===== src/rtl/pipearch_mem_pkg.sv =====
// Shared definitions for the memory subsystem: reader FSM states, the
// offset/length descriptor used by both the BRAM reader and writer, and the
// bit positions of those fields inside the 32-bit configuration register.
package pipearch_mem_pkg;

    // Reader control states
    typedef enum logic [1:0] {
        IDLE  = 2'd0,
        ISSUE = 2'd1,
        DRAIN = 2'd2,
        DONE  = 2'd3
    } t_read_bram_state;

    // Region descriptor: where a transfer starts and how many lines it covers
    typedef struct packed {
        logic [15:0] length;
        logic [15:0] offset;
    } bram_access_properties_t;

    // Field placement inside configreg
    localparam int CFG_OFFSET_LSB  = 0;
    localparam int CFG_LENGTH_LSB  = 16;
    localparam int CFG_FIELD_WIDTH = 16;

    // Splits a raw configuration word into its offset/length descriptor
    function automatic bram_access_properties_t decode_configreg(input logic [31:0] cfg);
        bram_access_properties_t props;
        props.offset = cfg[CFG_OFFSET_LSB +: CFG_FIELD_WIDTH];
        props.length = cfg[CFG_LENGTH_LSB +: CFG_FIELD_WIDTH];
        return props;
    endfunction

    // Population count of a small valid-bit vector
    function automatic int count_ones(input logic [7:0] bits);
        int total;
        total = 0;
        for (int i = 0; i < 8; i++) begin
            total = total + int'(bits[i]);
        end
        return total;
    endfunction

endpackage


===== src/rtl/read_bram_skid_fifo.sv =====
// Small synchronous skid FIFO that catches BRAM read data. When it is empty a
// line pushed and popped in the same cycle passes straight through, so the
// reader keeps one line per cycle without paying an extra cycle of latency.
module read_bram_skid_fifo #(
    parameter int DATA_WIDTH = 512,
    parameter int FIFO_DEPTH = 4
) (
    input  logic                          clk,
    input  logic                          reset,
    input  logic                          push,
    input  logic [DATA_WIDTH-1:0]         push_data,
    input  logic                          pop,
    output logic [DATA_WIDTH-1:0]         pop_data,
    output logic                          avail,
    output logic [$clog2(FIFO_DEPTH):0]   count
);

    localparam int PTR_W = $clog2(FIFO_DEPTH);
    localparam int CNT_W = PTR_W + 1;

    logic [DATA_WIDTH-1:0] storage [FIFO_DEPTH];
    logic [PTR_W-1:0]      rd_ptr;
    logic [PTR_W-1:0]      wr_ptr;
    logic                  bypass;
    logic                  store;
    logic                  take;

    // Decide whether a line is stored, taken from storage, or passes straight through
    always_comb begin
        bypass   = push && pop && (count == '0);
        store    = push && !bypass;
        take     = pop && !bypass;
        avail    = (count != '0) || push;
        pop_data = (count == '0) ? push_data : storage[rd_ptr];
    end

    // Pointer and occupancy bookkeeping
    always_ff @(posedge clk) begin
        if (!reset) begin
            rd_ptr <= '0;
            wr_ptr <= '0;
            count  <= '0;
        end else begin
            if (store) begin
                wr_ptr <= wr_ptr + 1'b1;
            end
            if (take) begin
                rd_ptr <= rd_ptr + 1'b1;
            end
            count <= count + CNT_W'(store) - CNT_W'(take);
        end
    end

    // Line storage; contents need no reset because occupancy gates every read
    always_ff @(posedge clk) begin
        if (store) begin
            storage[wr_ptr] <= push_data;
        end
    end

endmodule


===== src/rtl/read_bram.sv =====
// Streams a contiguous BRAM region to a write-style stream with almostfull
// backpressure. Reads are only issued while the skid FIFO has room for every
// outstanding read, so returning data always finds space.
// Optional feature macro: READ_BRAM_STATS_EN adds the stall_cycles counter.
module read_bram
    import pipearch_mem_pkg::*;
#(
    parameter int DATA_WIDTH   = 512,
    parameter int ADDR_WIDTH   = 16,
    parameter int READ_LATENCY = 2,
    parameter int FIFO_DEPTH   = 4
) (
    input  logic                  clk,
    input  logic                  reset,
    input  logic                  op_start,
    input  logic [31:0]           configreg,
    output logic                  mem_re,
    output logic [ADDR_WIDTH-1:0] mem_raddr,
    input  logic [DATA_WIDTH-1:0] mem_rdata,
    output logic                  out_we,
    output logic [DATA_WIDTH-1:0] out_wdata,
    input  logic                  out_almostfull,
    output logic                  op_done,
    output logic                  busy
`ifdef READ_BRAM_STATS_EN
    ,
    output logic [31:0]           stall_cycles
`endif
);

    localparam int CNT_W = $clog2(FIFO_DEPTH) + 1;

    t_read_bram_state        state;
    t_read_bram_state        state_next;
    bram_access_properties_t cfg;
    bram_access_properties_t start_cfg;
    logic [15:0]             issued;
    logic [15:0]             emitted;
    logic [READ_LATENCY-1:0] inflight_sr;
    logic                    start_accept;
    logic                    issue_credit;
    logic                    all_emitted;
    logic                    fifo_push;
    logic                    fifo_pop;
    logic                    fifo_avail;
    logic [DATA_WIDTH-1:0]   fifo_rdata;
    logic [CNT_W-1:0]        fifo_count;

    // Read issue, credit check and stream-side handshake decisions
    always_comb begin
        start_cfg    = decode_configreg(configreg);
        start_accept = (state == IDLE) && op_start;
        issue_credit = (int'(fifo_count) + count_ones(8'(inflight_sr))) < FIFO_DEPTH;
        mem_re       = (state == ISSUE) && (issued != cfg.length) && issue_credit;
        mem_raddr    = ADDR_WIDTH'(32'(cfg.offset) + 32'(issued));
        fifo_push    = inflight_sr[READ_LATENCY-1];
        fifo_pop     = fifo_avail && !out_almostfull;
        all_emitted  = ({1'b0, emitted} + 17'(fifo_pop)) == {1'b0, cfg.length};
        busy         = (state != IDLE);
    end

    // Next-state logic; completion is detected on the cycle of the final pop
    // so that op_done (registered from DONE) lands right after the last line
    always_comb begin
        state_next = state;
        case (state)
            IDLE: begin
                if (op_start) begin
                    state_next = (start_cfg.length == '0) ? DONE : ISSUE;
                end
            end
            ISSUE: begin
                if (issued == cfg.length) begin
                    state_next = all_emitted ? DONE : DRAIN;
                end
            end
            DRAIN: begin
                if (all_emitted) begin
                    state_next = DONE;
                end
            end
            DONE: begin
                state_next = IDLE;
            end
            default: begin
                state_next = IDLE;
            end
        endcase
    end

    // State register and the one-cycle completion pulse
    always_ff @(posedge clk) begin
        if (!reset) begin
            state   <= IDLE;
            op_done <= 1'b0;
        end else begin
            state   <= state_next;
            op_done <= (state == DONE);
        end
    end

    // Capture the region on an accepted start and advance the issue/emit counters
    always_ff @(posedge clk) begin
        if (!reset) begin
            cfg     <= '0;
            issued  <= '0;
            emitted <= '0;
        end else if (start_accept) begin
            cfg     <= start_cfg;
            issued  <= '0;
            emitted <= '0;
        end else begin
            issued  <= issued + 16'(mem_re);
            emitted <= emitted + 16'(fifo_pop);
        end
    end

    // Valid shift register mirroring the BRAM read pipeline
    always_ff @(posedge clk) begin
        if (!reset) begin
            inflight_sr <= '0;
        end else begin
            inflight_sr <= (inflight_sr << 1) | READ_LATENCY'(mem_re);
        end
    end

    // Registered output stage fed by each FIFO pop
    always_ff @(posedge clk) begin
        if (!reset) begin
            out_we    <= 1'b0;
            out_wdata <= '0;
        end else begin
            out_we <= fifo_pop;
            if (fifo_pop) begin
                out_wdata <= fifo_rdata;
            end
        end
    end

    read_bram_skid_fifo #(
        .DATA_WIDTH (DATA_WIDTH),
        .FIFO_DEPTH (FIFO_DEPTH)
    ) u_skid_fifo (
        .clk       (clk),
        .reset     (reset),
        .push      (fifo_push),
        .push_data (mem_rdata),
        .pop       (fifo_pop),
        .pop_data  (fifo_rdata),
        .avail     (fifo_avail),
        .count     (fifo_count)
    );

`ifdef READ_BRAM_STATS_EN
    // Saturating count of cycles where buffered lines are held back by the consumer
    always_ff @(posedge clk) begin
        if (!reset) begin
            stall_cycles <= '0;
        end else if (start_accept) begin
            stall_cycles <= '0;
        end else if (busy && (fifo_count != '0) && out_almostfull && (stall_cycles != '1)) begin
            stall_cycles <= stall_cycles + 32'd1;
        end
    end
`endif

endmodule


===== config.mk =====
export PLATFORM = sky130hd
export DESIGN_NAME = read_bram
export DESIGN_NICKNAME = d
export VERILOG_FILES = /design/src/rtl/pipearch_mem_pkg.sv /design/src/rtl/read_bram_skid_fifo.sv /design/src/rtl/read_bram.sv
export SDC_FILE = /design/constraint.sdc
export NUM_CORES = 2
export LEC_CHECK = 0
export ABC_AREA = 1
export CORE_ASPECT_RATIO = 1.2
export CORE_MARGIN = 8
export CORE_UTILIZATION = 55
export CTS_CLUSTER_DIAMETER = 100
export DETAILED_ROUTE_END_ITERATION = 8
export MAX_ROUTING_LAYER = met4
export PLACE_DENSITY = 0.76
export SLEW_MARGIN = 20
export SYNTH_ARGS = -nofsm -noshare
export SYNTH_HDL_FRONTEND = slang
export SYNTH_SLANG_ARGS = --single-unit

===== constraint.sdc =====
create_clock -name clk -period 36.9 [get_ports clk]
set_clock_uncertainty 0.15 [all_clocks]
set_input_delay 11.07 -clock clk [delete_from_list [all_inputs] [get_ports clk]]
set_output_delay 11.07 -clock clk [all_outputs]
set_load 0.02 [all_outputs]

==> impl_metrics.ini <==
[yosys]
synthFlopType = edfxtp_1
synth_area_um2 = 101000
synth_edf_count = 2048
ys_warn_count = 0
synth_top_area_cell = edfxtp_1
synth_cell_types = 44
yosys_register_bits = 2639
syn_area_per_cell_um2 = 13.6
synthArstFlopShare_pct = 0
ys_seq_area_share_pct = 72.9
syn_nets = 7990
synth_commonest_cells = edfxtp_1, o21ai_0, nor2_1
yosysTopAreaCellShare_pct = 61.1
synthCells = 7408
synth_most_common_cell = edfxtp_1
yosys-top-cells-area = edfxtp_1, dfxtp_1, o21ai_0

[clock_network]
ctsHoldBuffers = 0
cts_made_buffers = 233
h-tree-depth = 4
cts_resized = 0
clkSinkCount = 2639
clkTransAtPathRegs_ps = 60
postCtsSetupBuffers = 0
clk_latency_ps = 890
cts_root_buffer = clkbuf_16
cts_tree = built
cts_buffer_depth = 3

[setup_path]
critical-path-top-delay-family = buffers and inverters
path_common_cell = buf_4
path_buf_inv = 5
path_class = input pin to register
crit_arrival_ps = 16270
cp-start-kind = input pin
worstPathRequired_ps = 37250
slowest_stage = buf_4
cp_max_fo = 65
crit_chain = clkdlybuf4s50_1 > o21ai_1 > nor2_4 > buf_4 > buf_4 > buf_4 > buf_4
cp-end-kind = register
crit_path_max_incr_delay_ps = 880

[global_route]
grt_antenna_before_repair = 111
grt_max_degree = 228
grt_pass1_wl_mm = 415
track_usage_pct = 28.4
grt_overflow_total = 0
grt_pass1_vias = 64674

[sta]
tightest_slew_ps = 1150
rsz0062_at_grt = false
finalCritPeriodShare_pct = 43.1
finalSetupViolCount = 0
hold_viol = 0
clock.fmax_ghz = 0.0628
slew_violations = 0
max_slew_margin_pct = 23.2
period_minus_slack_ps = 15920
setup-tns-final_ps = 0

[floorplan]
die-area_um2 = 197000
die_y_um = 485
rows = 172
start_util_pct = 55.1
core_area_um2 = 182000
die_w_um = 406
ioPinCount = 1080

[cells_and_area]
final_nets = 8806
area_delta_synth_final_pct = 20.8
nFillCells = 12660
seqCellArea_um2 = 73300
multiInputGateArea_um2 = 24600
fin_area_um2 = 122000
drive_gt1_share_pct = 5.84

[hold_path]
hp-class = register to register

[power_and_ir_drop]
powerDensity_nw_per_um2 = 72.5
p_leak_nw = 38.8
peakVddDrop_uv = 72.5

[run]
max-cap-violations = 0

[drt]
vias_per_cell = 6.13
dr.pass1.iters = 6
via_count = 67327
avgRoutedWirePerCell_um = 26.0
routed_wl_mm = 286
drt_iter0_drc = 7485
final_antenna_net_count = 0
drc = 0

[outcome]
status = finished clean

[place]
routabilityCongestion = 0.881
postPlaceCellArea_um2 = 113000
hpwl_mm = 178
port_buffers = 1079
==> worst register-to-register path: cells and delay by family, from the launching register on <==
| family | cells | cell delay (ps) |
|---|---|---|
| AOI/OAI and AO/OA | 1 | 460 |
| buffers and inverters | 5 | 3800 |
| DFF | 1 | 410 |
| and+or+nand+nor | 2 | 1010 |
==> metal layers <==
layer  track usage (%)  vias up  wire length (µm)
li1                  -    30135                 -
met1              36.4    33282            109000
met2              43.2     3449            134000
met3              7.78      461             31600
met4              11.2        0             11300
met5                 -        -                 0
==> cells in the final DEF (no fill, tap or decap), types with 4 or more instances in the layout <==
master | synthesis | layout
o21ai_0 | 1585 | 1583
buf_12 | 0 | 12
inv_8 | 0 | 4
nor2_2 | 6 | 6
nand3_2 | 4 | 4
clkinvlp_4 | 0 | 10
buf_4 | 28 | 68
dfxtp_1 | 591 | 589
clkdlybuf4s50_1 | 0 | 1078
mux2i_1 | 512 | 512
o221ai_1 | 512 | 512
clkbuf_16 | 0 | 244
a21oi_1 | 570 | 570
nor2_1 | 602 | 597
clkbuf_8 | 0 | 39
clkinv_1 | 1 | 18
ha_1 | 32 | 32
clkbuf_1 | 438 | 59
nand3_1 | 43 | 43
clkinv_2 | 0 | 32
o21ai_1 | 6 | 8
xor2_1 | 15 | 15
nor3_1 | 11 | 11
bufinv_16 | 0 | 25
clkinv_16 | 0 | 7
inv_1 | 95 | 95
clkinv_4 | 0 | 5
nand2_1 | 131 | 131
xnor2_1 | 10 | 10
diode_2 | 0 | 113
nand2_2 | 11 | 11
edfxtp_1 | 2048 | 2048
nor2_4 | 3 | 8
nand4_1 | 12 | 12
nor4_1 | 6 | 6
==> final timing paths <==
kind	startpoint	to	slack, ps	depth (start not counted)
worst max-delay path	out_almostfull	u_skid_fifo.storage[1][23]$_DFFE_PP_	20980	7
worst min-delay path	inflight_sr[0]$_SDFF_PN0_	inflight_sr[1]$_SDFF_PN0_	290	2
worst max register to register	u_skid_fifo.count[1]$_SDFF_PN0_	u_skid_fifo.storage[1][23]$_DFFE_PP_	30600	8
worst min register to register	inflight_sr[0]$_SDFF_PN0_	inflight_sr[1]$_SDFF_PN0_	290	2
==> power by group <==
part / switching (mW) / leakage, nW / internal (mW)
Clock: 1.09 / 4.02 / 1.47
Sequential: 0.196 / 23.3 / 3.47
Combinational: 1.67 / 11.5 / 0.906
==> state kept, by name, summed over array words and instances, names as in the netlist, 2 cells and up, named ones only <==
name,count
out_wdata,512
cfg,32
issued,16
inflight_sr,2
u_skid_fifo.rd_ptr,2
u_skid_fifo.wr_ptr,2
u_skid_fifo.count,3
state,2
emitted,16
u_skid_fifo.storage,2048
==> cell families after synthesis <==
logic type	after synthesis	synth area share [%]
AOI/OAI and AO/OA	2682	15.3
DFF	2639	72.9
and+or+nand+nor	837	3.36
buffers and inverters	678	2.71
muxes	512	5.09
adders and majority gates	34	0.438
xor gates and xnor gates	26	0.240
==> stage by stage <==
stage,cells,hold WS [ps],util (%),setup WS [ps],power (mW)
after floorplan,7408,270,-,2890,5.15
after global placement,10424,277,61.9,19990,6.24
after detailed placement,10424,288,61.9,20040,6.27
after CTS,10871,296,66.4,20990,8.82
after global routing,10970,323,66.6,20730,9.12
final,10985,294,66.6,20980,8.81
==> cell type report <==
type	instances	area share [%]
antenna	113	0.233
clock buffer	343	5.65
clock inverter	104	1.15
inverter	99	0.324
multi-input combinational	4091	20.2
sequential	2639	60.4
tap	2436	2.51
timing repair buffer	1160	9.53
Power figures use the tool's default switching activity.
